===== config.mk =====
export PLATFORM = sky130hd
export DESIGN_NAME = miner_work_ctrl_flat
export DESIGN_NICKNAME = d
export VERILOG_FILES = /design/src/rtl/miner_work_ctrl_if.sv /design/src/rtl/miner_work_ctrl.sv /design/src/flat_wrapper.sv
export SDC_FILE = /design/constraint.sdc
export NUM_CORES = 1
export LEC_CHECK = 0
export ABC_AREA = 0
export BUFFER_PORTS_ARGS = -buffer_cell sky130_fd_sc_hd__buf_2
export CORE_ASPECT_RATIO = 0.7
export CORE_MARGIN = 2
export CORE_UTILIZATION = 50
export CTS_BUF_LIST = sky130_fd_sc_hd__clkbuf_4 sky130_fd_sc_hd__clkbuf_8
export DETAILED_ROUTE_END_ITERATION = 10
export PLACE_DENSITY = 0.73
export SYNTH_ARGS = -nofsm -noshare
export SYNTH_HDL_FRONTEND = slang
export SYNTH_SLANG_ARGS = --single-unit
export TNS_END_PERCENT = 1

===== constraint.sdc =====
create_clock -name clk -period 2.7 [get_ports clk]
set_input_delay 0.27 -clock clk [delete_from_list [all_inputs] [get_ports clk]]
set_output_delay 0.27 -clock clk [all_outputs]
set_load 0.05 [all_outputs]

===== src/rtl/miner_work_ctrl_if.sv =====
// Host/miner bundle for the work controller: rx byte stream in, block word
// and load pulse out, miner nonce reports in, tx result byte stream out.
interface miner_work_ctrl_if;
    logic [7:0]   rx_data;
    logic         rx_valid;
    logic [351:0] block;
    logic         miner_reset;
    logic [31:0]  golden_nonce;
    logic         golden_nonce_found;
    logic [7:0]   tx_data;
    logic         tx_valid;
    logic         tx_ready;
    logic         overflow;
    logic         busy;

    // Environment side: host and miner driving the controller
    modport master (
        output rx_data, rx_valid, golden_nonce, golden_nonce_found, tx_ready,
        input  block, miner_reset, tx_data, tx_valid, overflow, busy
    );

    // Controller side
    modport slave (
        input  rx_data, rx_valid, golden_nonce, golden_nonce_found, tx_ready,
        output block, miner_reset, tx_data, tx_valid, overflow, busy
    );
endinterface


===== src/rtl/miner_work_ctrl.sv =====
// Work controller between host and miner core: assembles 44-byte work frames
// into the 352-bit block word, queues golden nonces and returns them to the
// host as 5-byte packets (A5 header followed by the nonce MSB first).
module miner_work_ctrl #(
    parameter int FIFO_DEPTH = 4,
    parameter int RX_TIMEOUT = 100000
) (
    input  logic            clk,
    input  logic            reset,
    miner_work_ctrl_if.slave bus
);
    localparam int AW = $clog2(FIFO_DEPTH);
    localparam int PW = AW + 1;
    localparam int IW = $clog2(RX_TIMEOUT + 1);
    localparam logic [IW-1:0] IDLE_LAST = IW'(RX_TIMEOUT - 1);
    localparam logic [5:0]    LAST_BYTE = 6'd43;

    typedef enum logic [2:0] {IDLE, HDR, B3, B2, B1, B0} tx_state_t;

    logic [351:0]  shadow_q, shadow_d;
    logic [351:0]  block_q, block_d;
    logic [5:0]    byte_cnt_q, byte_cnt_d;
    logic [IW-1:0] idle_cnt_q, idle_cnt_d;
    logic          miner_reset_q, miner_reset_d;

    logic [31:0]   mem_q [FIFO_DEPTH];
    logic [31:0]   mem_d [FIFO_DEPTH];
    logic [PW-1:0] wr_ptr_q, wr_ptr_d;
    logic [PW-1:0] rd_ptr_q, rd_ptr_d;
    logic          overflow_q, overflow_d;

    tx_state_t     state_q, state_d;
    logic [31:0]   packet_q, packet_d;
    logic [7:0]    tx_data_q, tx_data_d;
    logic          tx_valid_q, tx_valid_d;

    logic          fifo_empty;
    logic          fifo_full;
    logic          pop;
    logic          push_req;
    logic [AW-1:0] rd_idx;
    logic [AW-1:0] wr_idx;

    assign rd_idx     = rd_ptr_q[AW-1:0];
    assign wr_idx     = wr_ptr_q[AW-1:0];
    assign fifo_empty = (wr_ptr_q == rd_ptr_q);
    assign fifo_full  = (wr_ptr_q[AW] != rd_ptr_q[AW]) && (wr_idx == rd_idx);
    // The load-pulse cycle flushes the queue, so nothing is popped or pushed then
    assign pop        = (state_q == IDLE) && !fifo_empty && !miner_reset_q;
    assign push_req   = bus.golden_nonce_found && !miner_reset_q;

    // Rx assembly: shift bytes MSB-first, publish the frame on byte 44, drop stale partial frames
    always_comb begin
        shadow_d      = shadow_q;
        block_d       = block_q;
        byte_cnt_d    = byte_cnt_q;
        idle_cnt_d    = idle_cnt_q;
        miner_reset_d = 1'b0;
        if (bus.rx_valid) begin
            shadow_d   = {shadow_q[343:0], bus.rx_data};
            idle_cnt_d = '0;
            if (byte_cnt_q == LAST_BYTE) begin
                block_d       = shadow_d;
                miner_reset_d = 1'b1;
                byte_cnt_d    = '0;
            end else begin
                byte_cnt_d = byte_cnt_q + 6'd1;
            end
        end else if (byte_cnt_q != 6'd0) begin
            if (idle_cnt_q == IDLE_LAST) begin
                byte_cnt_d = '0;
                idle_cnt_d = '0;
            end else begin
                idle_cnt_d = idle_cnt_q + IW'(1);
            end
        end
    end

    // Nonce FIFO: flush on new work, accept a push into a full queue only when a pop frees a slot
    always_comb begin
        mem_d      = mem_q;
        wr_ptr_d   = wr_ptr_q;
        rd_ptr_d   = rd_ptr_q;
        overflow_d = overflow_q;
        if (miner_reset_q) begin
            wr_ptr_d   = '0;
            rd_ptr_d   = '0;
            overflow_d = 1'b0;
        end else begin
            if (pop) begin
                rd_ptr_d = rd_ptr_q + PW'(1);
            end
            if (push_req) begin
                if (!fifo_full || pop) begin
                    mem_d[wr_idx] = bus.golden_nonce;
                    wr_ptr_d      = wr_ptr_q + PW'(1);
                end else begin
                    overflow_d = 1'b1;
                end
            end
        end
    end

    // Tx packet FSM: header then nonce bytes, each held until the host accepts it
    always_comb begin
        state_d    = state_q;
        packet_d   = packet_q;
        tx_data_d  = tx_data_q;
        tx_valid_d = tx_valid_q;
        case (state_q)
            IDLE: begin
                tx_valid_d = 1'b0;
                if (pop) begin
                    packet_d   = mem_q[rd_idx];
                    state_d    = HDR;
                    tx_valid_d = 1'b1;
                    tx_data_d  = 8'hA5;
                end
            end
            HDR: if (tx_valid_q && bus.tx_ready) begin
                state_d   = B3;
                tx_data_d = packet_q[31:24];
            end
            B3: if (tx_valid_q && bus.tx_ready) begin
                state_d   = B2;
                tx_data_d = packet_q[23:16];
            end
            B2: if (tx_valid_q && bus.tx_ready) begin
                state_d   = B1;
                tx_data_d = packet_q[15:8];
            end
            B1: if (tx_valid_q && bus.tx_ready) begin
                state_d   = B0;
                tx_data_d = packet_q[7:0];
            end
            B0: if (tx_valid_q && bus.tx_ready) begin
                state_d    = IDLE;
                tx_valid_d = 1'b0;
                tx_data_d  = 8'h00;
            end
            default: begin
                state_d    = IDLE;
                tx_valid_d = 1'b0;
                tx_data_d  = 8'h00;
            end
        endcase
    end

    // State registers; reset abandons frames, queued nonces and any packet in flight
    always_ff @(posedge clk) begin
        if (reset) begin
            shadow_q      <= '0;
            block_q       <= '0;
            byte_cnt_q    <= '0;
            idle_cnt_q    <= '0;
            miner_reset_q <= 1'b0;
            wr_ptr_q      <= '0;
            rd_ptr_q      <= '0;
            overflow_q    <= 1'b0;
            state_q       <= IDLE;
            packet_q      <= '0;
            tx_data_q     <= 8'h00;
            tx_valid_q    <= 1'b0;
        end else begin
            shadow_q      <= shadow_d;
            block_q       <= block_d;
            byte_cnt_q    <= byte_cnt_d;
            idle_cnt_q    <= idle_cnt_d;
            miner_reset_q <= miner_reset_d;
            wr_ptr_q      <= wr_ptr_d;
            rd_ptr_q      <= rd_ptr_d;
            overflow_q    <= overflow_d;
            state_q       <= state_d;
            packet_q      <= packet_d;
            tx_data_q     <= tx_data_d;
            tx_valid_q    <= tx_valid_d;
        end
        mem_q <= mem_d;
    end

    assign bus.block       = block_q;
    assign bus.miner_reset = miner_reset_q;
    assign bus.tx_data     = tx_data_q;
    assign bus.tx_valid    = tx_valid_q;
    assign bus.overflow    = overflow_q;
    assign bus.busy        = (byte_cnt_q != 6'd0);
endmodule

===== src/flat_wrapper.sv =====
// flat-port wrapper written by rule: the top's interface ports become plain ports
module miner_work_ctrl_flat 
#(
    parameter int FIFO_DEPTH = 4,
    parameter int RX_TIMEOUT = 100000
)
  (clk, reset, bus_rx_data, bus_rx_valid, bus_golden_nonce, bus_golden_nonce_found, bus_tx_ready, bus_block, bus_miner_reset, bus_tx_data, bus_tx_valid, bus_overflow, bus_busy);
  miner_work_ctrl_if bus_i ();
  input  logic clk;
  input  logic reset;
  input wire logic [$bits(bus_i.rx_data)-1:0] bus_rx_data;
  input wire logic [$bits(bus_i.rx_valid)-1:0] bus_rx_valid;
  input wire logic [$bits(bus_i.golden_nonce)-1:0] bus_golden_nonce;
  input wire logic [$bits(bus_i.golden_nonce_found)-1:0] bus_golden_nonce_found;
  input wire logic [$bits(bus_i.tx_ready)-1:0] bus_tx_ready;
  output wire logic [$bits(bus_i.block)-1:0] bus_block;
  output wire logic [$bits(bus_i.miner_reset)-1:0] bus_miner_reset;
  output wire logic [$bits(bus_i.tx_data)-1:0] bus_tx_data;
  output wire logic [$bits(bus_i.tx_valid)-1:0] bus_tx_valid;
  output wire logic [$bits(bus_i.overflow)-1:0] bus_overflow;
  output wire logic [$bits(bus_i.busy)-1:0] bus_busy;
  assign bus_i.rx_data = bus_rx_data;
  assign bus_i.rx_valid = bus_rx_valid;
  assign bus_i.golden_nonce = bus_golden_nonce;
  assign bus_i.golden_nonce_found = bus_golden_nonce_found;
  assign bus_i.tx_ready = bus_tx_ready;
  assign bus_block = bus_i.block;
  assign bus_miner_reset = bus_i.miner_reset;
  assign bus_tx_data = bus_i.tx_data;
  assign bus_tx_valid = bus_i.tx_valid;
  assign bus_overflow = bus_i.overflow;
  assign bus_busy = bus_i.busy;
  miner_work_ctrl #(.FIFO_DEPTH(FIFO_DEPTH), .RX_TIMEOUT(RX_TIMEOUT)) u_core (.clk(clk), .reset(reset), .bus(bus_i));
endmodule

; ---- Word-level counts from Yosys, hierarchy flattened
; Index checks and enable logic that the tools add are counted.
[totals]
romBits = 0
word_cells = 100
ramBits = 0
register_bits = 899
output_inout_bits = 364
memories = 0
inputBits = 45
latch_bits = 0
[op_classes]
shift = 0
n_bitwise = 6
mux = 29
n_div = 0
n_reduce_logical = 26
addsub = 4
order_cmp = 3
mul = 0
n_eq_ne = 16
[ops]
columns = operator, count
row1 = 128-bit bitwise mux, 1
row2 = 32-bit two-way mux, 3
row3 = 32-bit binary-select mux with 2-bit select, 1
row4 = 32-bit demux with 2-bit select, 1
row5 = 8-bit two-way mux, 6
row6 = 8-bit one-hot mux with 6 select lines, 1
row7 = 6-bit two-way mux, 4
row8 = 3-bit two-way mux, 6
row9 = 3-bit one-hot mux with 6 select lines, 1
row10 = "17-bit by 1-bit adder with 17-bit output, second input constant", 1
row11 = "17-bit == test, second input constant", 1
row12 = 17-bit two-way mux, 1
row13 = "2-bit by 1-bit != test with 1-bit output, second input constant", 6
row14 = 2-bit AND reduction, 6
row15 = "3-bit by 1-bit adder with 3-bit output, second input constant", 2
row16 = "6-bit by 1-bit adder with 6-bit output, second input constant", 1
row17 = "3-bit by 2-bit == test with 1-bit output, second input constant", 2
row18 = "3-bit == test, second input constant", 2
row19 = "6-bit == test, second input constant", 1
row20 = "3-bit >= comparator, second input constant", 2
row21 = 1-bit logical AND, 6
row22 = 2-bit NOT with 3-bit output, 2
row23 = 6-bit AND reduction, 1
row24 = 6-bit nonzero test, 1
row25 = other kinds (15), 25

; ---- Depth between registers and ports, before layout
[depth]
word_depth = 7
mapped_depth = 8
depth_no_buf = 6

; ---- Worst setup path after synthesis
; No wires, ideal clock.
[synth_path]
path_type = flip-flop to flip-flop
from = register u_core.rd_ptr_q[2]
to = register u_core.mem_q[0] (netlist name), enable pin
period_less_slack_ps = 2361
path_slack_ps = 339
stages_incl_launch_ff = 4
t_arrival_ps = 1968
path_cell_list = dfxtp_1 xnor2_1 o41a_1 and2_1
[synth_between]
elab_chain_len = 6
word_cells_on_any_way = 9
[synth_rtl]
columns = item, line
row1 = start: declaration, miner_work_ctrl.sv:29  ; logic [PW-1:0] rd_ptr_q, rd_ptr_d;
row2 = start signal: assignment, miner_work_ctrl.sv:171  ; rd_ptr_q <= rd_ptr_d;
row3 = 3-bit == test, miner_work_ctrl.sv:46  ; assign fifo_empty = (wr_ptr_q == rd_ptr_q);
row4 = 1-bit logical NOT, miner_work_ctrl.sv:49  ; assign pop = (state_q == IDLE) && !fifo_empty && !miner_reset_q;
row5 = 1-bit logical AND (2 in a row), miner_work_ctrl.sv:49
row6 = 1-bit logical OR (*), miner_work_ctrl.sv:94  ; if (!fifo_full || pop) begin
row7 = 3-bit AND reduction (no source line) (*), -
row8 = end signal: assignment, miner_work_ctrl.sv:178  ; mem_q <= mem_d;
row9 = end: declaration, miner_work_ctrl.sv:26  ; logic [31:0] mem_q [FIFO_DEPTH];
; Every way passes the cells marked *; elsewhere a longest branch is shown, timed or not.
; A chain may end at the register's enable or synchronous reset.

; ---- Worst setup path in the final report
[layout_path]
from = register u_core.byte_cnt_q[0]
to = output bus_busy
[layout_between]
elab_chain_len = 1
[layout_rtl]
columns = item, line
row1 = start: declaration, miner_work_ctrl.sv:22  ; logic [5:0] byte_cnt_q, byte_cnt_d;
row2 = start signal: assignment, miner_work_ctrl.sv:167  ; byte_cnt_q <= byte_cnt_d;
row3 = 6-bit nonzero test, miner_work_ctrl.sv:186  ; assign bus.busy = (byte_cnt_q != 6'd0);
row4 = end: declaration, flat_wrapper.sv:21  ; output wire logic [$bits(bus_i.busy)-1:0] bus_busy;
; Every way passes these cells.

==> flow_metrics.tcl <==
set metrics [dict create \
    grt_use_met2 0.334 \
    leakage_uw 0.0154 \
    drtAntennaViolNets 0 \
    multi_input_area_um2 11900 \
    path_class "reg2out" \
    grt_overflow 0 \
    final_util 0.601 \
    cts_inserted_buffers 135 \
    die_h_um 216 \
    critPathSlowestCell "or4b_4" \
    vdd_ir_drop_max_v 0.000610 \
    slowest_delay_ps 510 \
    cts.clk_slew.worst_paths_ps 60 \
    drt_iter0_drc 1976 \
    drive_above_1_share 0.201 \
    drc 0 \
    row_count 77 \
    syn_inst 3241 \
    gp_congestion 0.844 \
    hold_class "in2reg" \
    track_usage 0.223 \
    clkLatencyLatePin_ps 790 \
    yosys.area.top_type "dfxtp_1" \
    clock_sinks 899 \
    finalCritPeriodShare 0.954 \
    finClkSkew_ps 25.5 \
    vias 23600 \
    relSlewSlack 0.371 \
    drt_wl_total_mm 75.5 \
    nNetsFinal 3699 \
    dp_hpwl_mm 48.3 \
    wire_per_inst_um 16.5 \
    synth_edf_count 128 \
    viasPerCell 5.16 \
    worstMarginPinSlew_ps 944 \
    die_area_um2 66500 \
    fill_cells 5408 \
    grt_pass1_wl_mm 119 \
    critPathBufInv 2 \
    cp-end-kind "primary output" \
    htree_num_levels 4 \
    ys_async_sr_fraction 0 \
    seq_area_um2 19300 \
    hold_viol_final 0 \
    gr-max-usage-layer "met2" \
    final_common_cell "dfxtp_1" \
    cts_setup_buffers 0 \
    synth_nets 3294 \
    clock_tree.buffer_depth 3 \
    root_buffer "clkbuf_8" \
    portBuffers 408 \
    die_x_um 307 \
    antenna_found_initial 3 \
    grt_use_met1 0.321 \
    post_dp_cell_area_um2 34900 \
    arrival_ps 2310 \
    ys_seq_area_frac 0.599 \
    grtUsageMet3 0.0487 \
    synth_ff_type "dfxtp_1" \
    rsz0062_at_grt "false" \
    synth_top_area_share 0.479 \
    syn_avg_cell_area_um2 9.93 \
    max_freq_ghz 0.388 \
    grt_pass1_vias 21700 \
    worstSetupStartpointType "flip-flop" \
    final_cell_mix "770 x dfxtp_1, 769 x nand2_1, 408 x a21oi_1" \
    core_area_um2 63400 \
    setup_viol 0 \
    ys_warn_count 0 \
    synth_area_leaders "dfxtp_1 48%, edfxtp_1 12%, mux2i_1 11%" \
    grt_max_degree 156 \
    powerDensity_nw_per_um2 750 \
    worstPathCellList "inv_1 > ha_1 > or4b_4 > or2_4 > buf_6" \
    crit_required_ps 2430 \
    syn-cell-area_um2 32200 \
    ys_types 58 \
    syn_to_final_growth_pct 18.3 \
    status "finished clean" \
    fin_tns_setup_ps 0 \
    ios 409 \
    cts_tree "built" \
    dr.pass1.iters 5 \
    drv_cap 0 \
    synth_seq_cells 899 \
    path_delay_family "simple AND/OR/NAND/NOR gates" \
    path_max_fanout 7 \
    stdcell_area_um2 38100 \
    maxSlewViolCount 0 \
    min_period_ps 2580 \
    start_util 0.508 \
]
-- final cells by class --
cell class,instances,area share
flip-flops and latches,899,0.506
multi-input cells,2098,0.312
repair buffers,500,0.0809
clock buffers,207,0.0671
well taps,829,0.0272
clock inverters,23,0.00565
inverters,12,0.00118
diodes,2,0.000131
-- path summary, 6_finish.rpt --
kind	startpoint	cells after the start	slack (ps)	end
min	bus_golden_nonce[9]	2	230	u_core.mem_q[41]$_DFFE_PP_
max reg2reg	u_core.state_q[2]$_SDFFE_PP0P_	4	590	u_core.bus.tx_data[7]$_SDFFE_PP0P_
max	u_core.byte_cnt_q[0]$_SDFFE_PP0P_	5	120	bus_busy
min reg2reg	u_core.bus.block[253]$_SDFFE_PP0P_	2	450	u_core.bus.block[253]$_SDFFE_PP0P_
-- through the flow --
| stage | std cells | hold WS, ps | total power [uW] | setup slack [ps] |
|---|---|---|---|---|
| after global routing | 4569 | 186 | 29700 | 33.3 |
| final | 4570 | 229 | 28600 | 123 |
| after global placement | 4294 | 439 | 17300 | 688 |
| after detailed placement | 4294 | 443 | 17400 | 610 |
| after floorplan | 3241 | 369 | 16700 | 339 |
| after CTS | 4568 | 155 | 28800 | 50.1 |
-- synth_stat cells, drive strengths merged (12+ instances only) --
cell type,count
nand2,779
dfxtp,771
a21oi,418
nor2,370
mux2i,356
clkbuf,150
edfxtp,128
buf,82
mux4,32
inv,12
-- sequential cells by signal, summed over array words and instances (netlist names), 3 cells and up --
register	count
u_core.state_q	3
u_core.mem_q	128
u_core.idle_cnt_q	17
u_core.bus.tx_data	8
u_core.packet_q	32
u_core.shadow_q	344
u_core.rd_ptr_q	3
u_core.byte_cnt_q	6
u_core.bus.block	352
u_core.wr_ptr_q	3
-- layer usage --
| metal | vias up | wire length [um] |
|---|---|---|
| li1 | 11700 | - |
| met3 | 89 | 3860 |
| met5 | - | 13 |
| met2 | 534 | 34100 |
| met4 | 2 | 1310 |
| met1 | 11200 | 36200 |
-- report_power, final --
group | leakage (uW) | total, uW | internal, uW | switching (uW)
sequential | 0.00739 | 14200 | 14000 | 255
combinational | 0.00658 | 2960 | 1160 | 1800
clock | 0.00146 | 11400 | 6300 | 5100
total | 0.0154 | 28600 | 21400 | 7150
-- logic make-up after synthesis --
kind of cell	Yosys count	synth area share
buf+inv	244	0.0324
xor+xnor	15	0.00408
simple gates	1218	0.149
mux	388	0.133
compound gates	469	0.0789
fa+ha+maj	8	0.00311
flops	899	0.599
-- what timing repair did --
action,4_1_cts,5_1_grt
resized for setup,4,0
hold buffers,44,0
endpoints found under the hold margin,224,0
setup endpoints to repair,1,0
-- worst reg2reg max path, stage by stage, from the launching register on --
cell	delay, ps
dfxtp_1	460
or3_1	560
mux2i_2	430
and2_1	390
a211oi_1	130
Note: power is estimated with default switching activity, not from simulation.
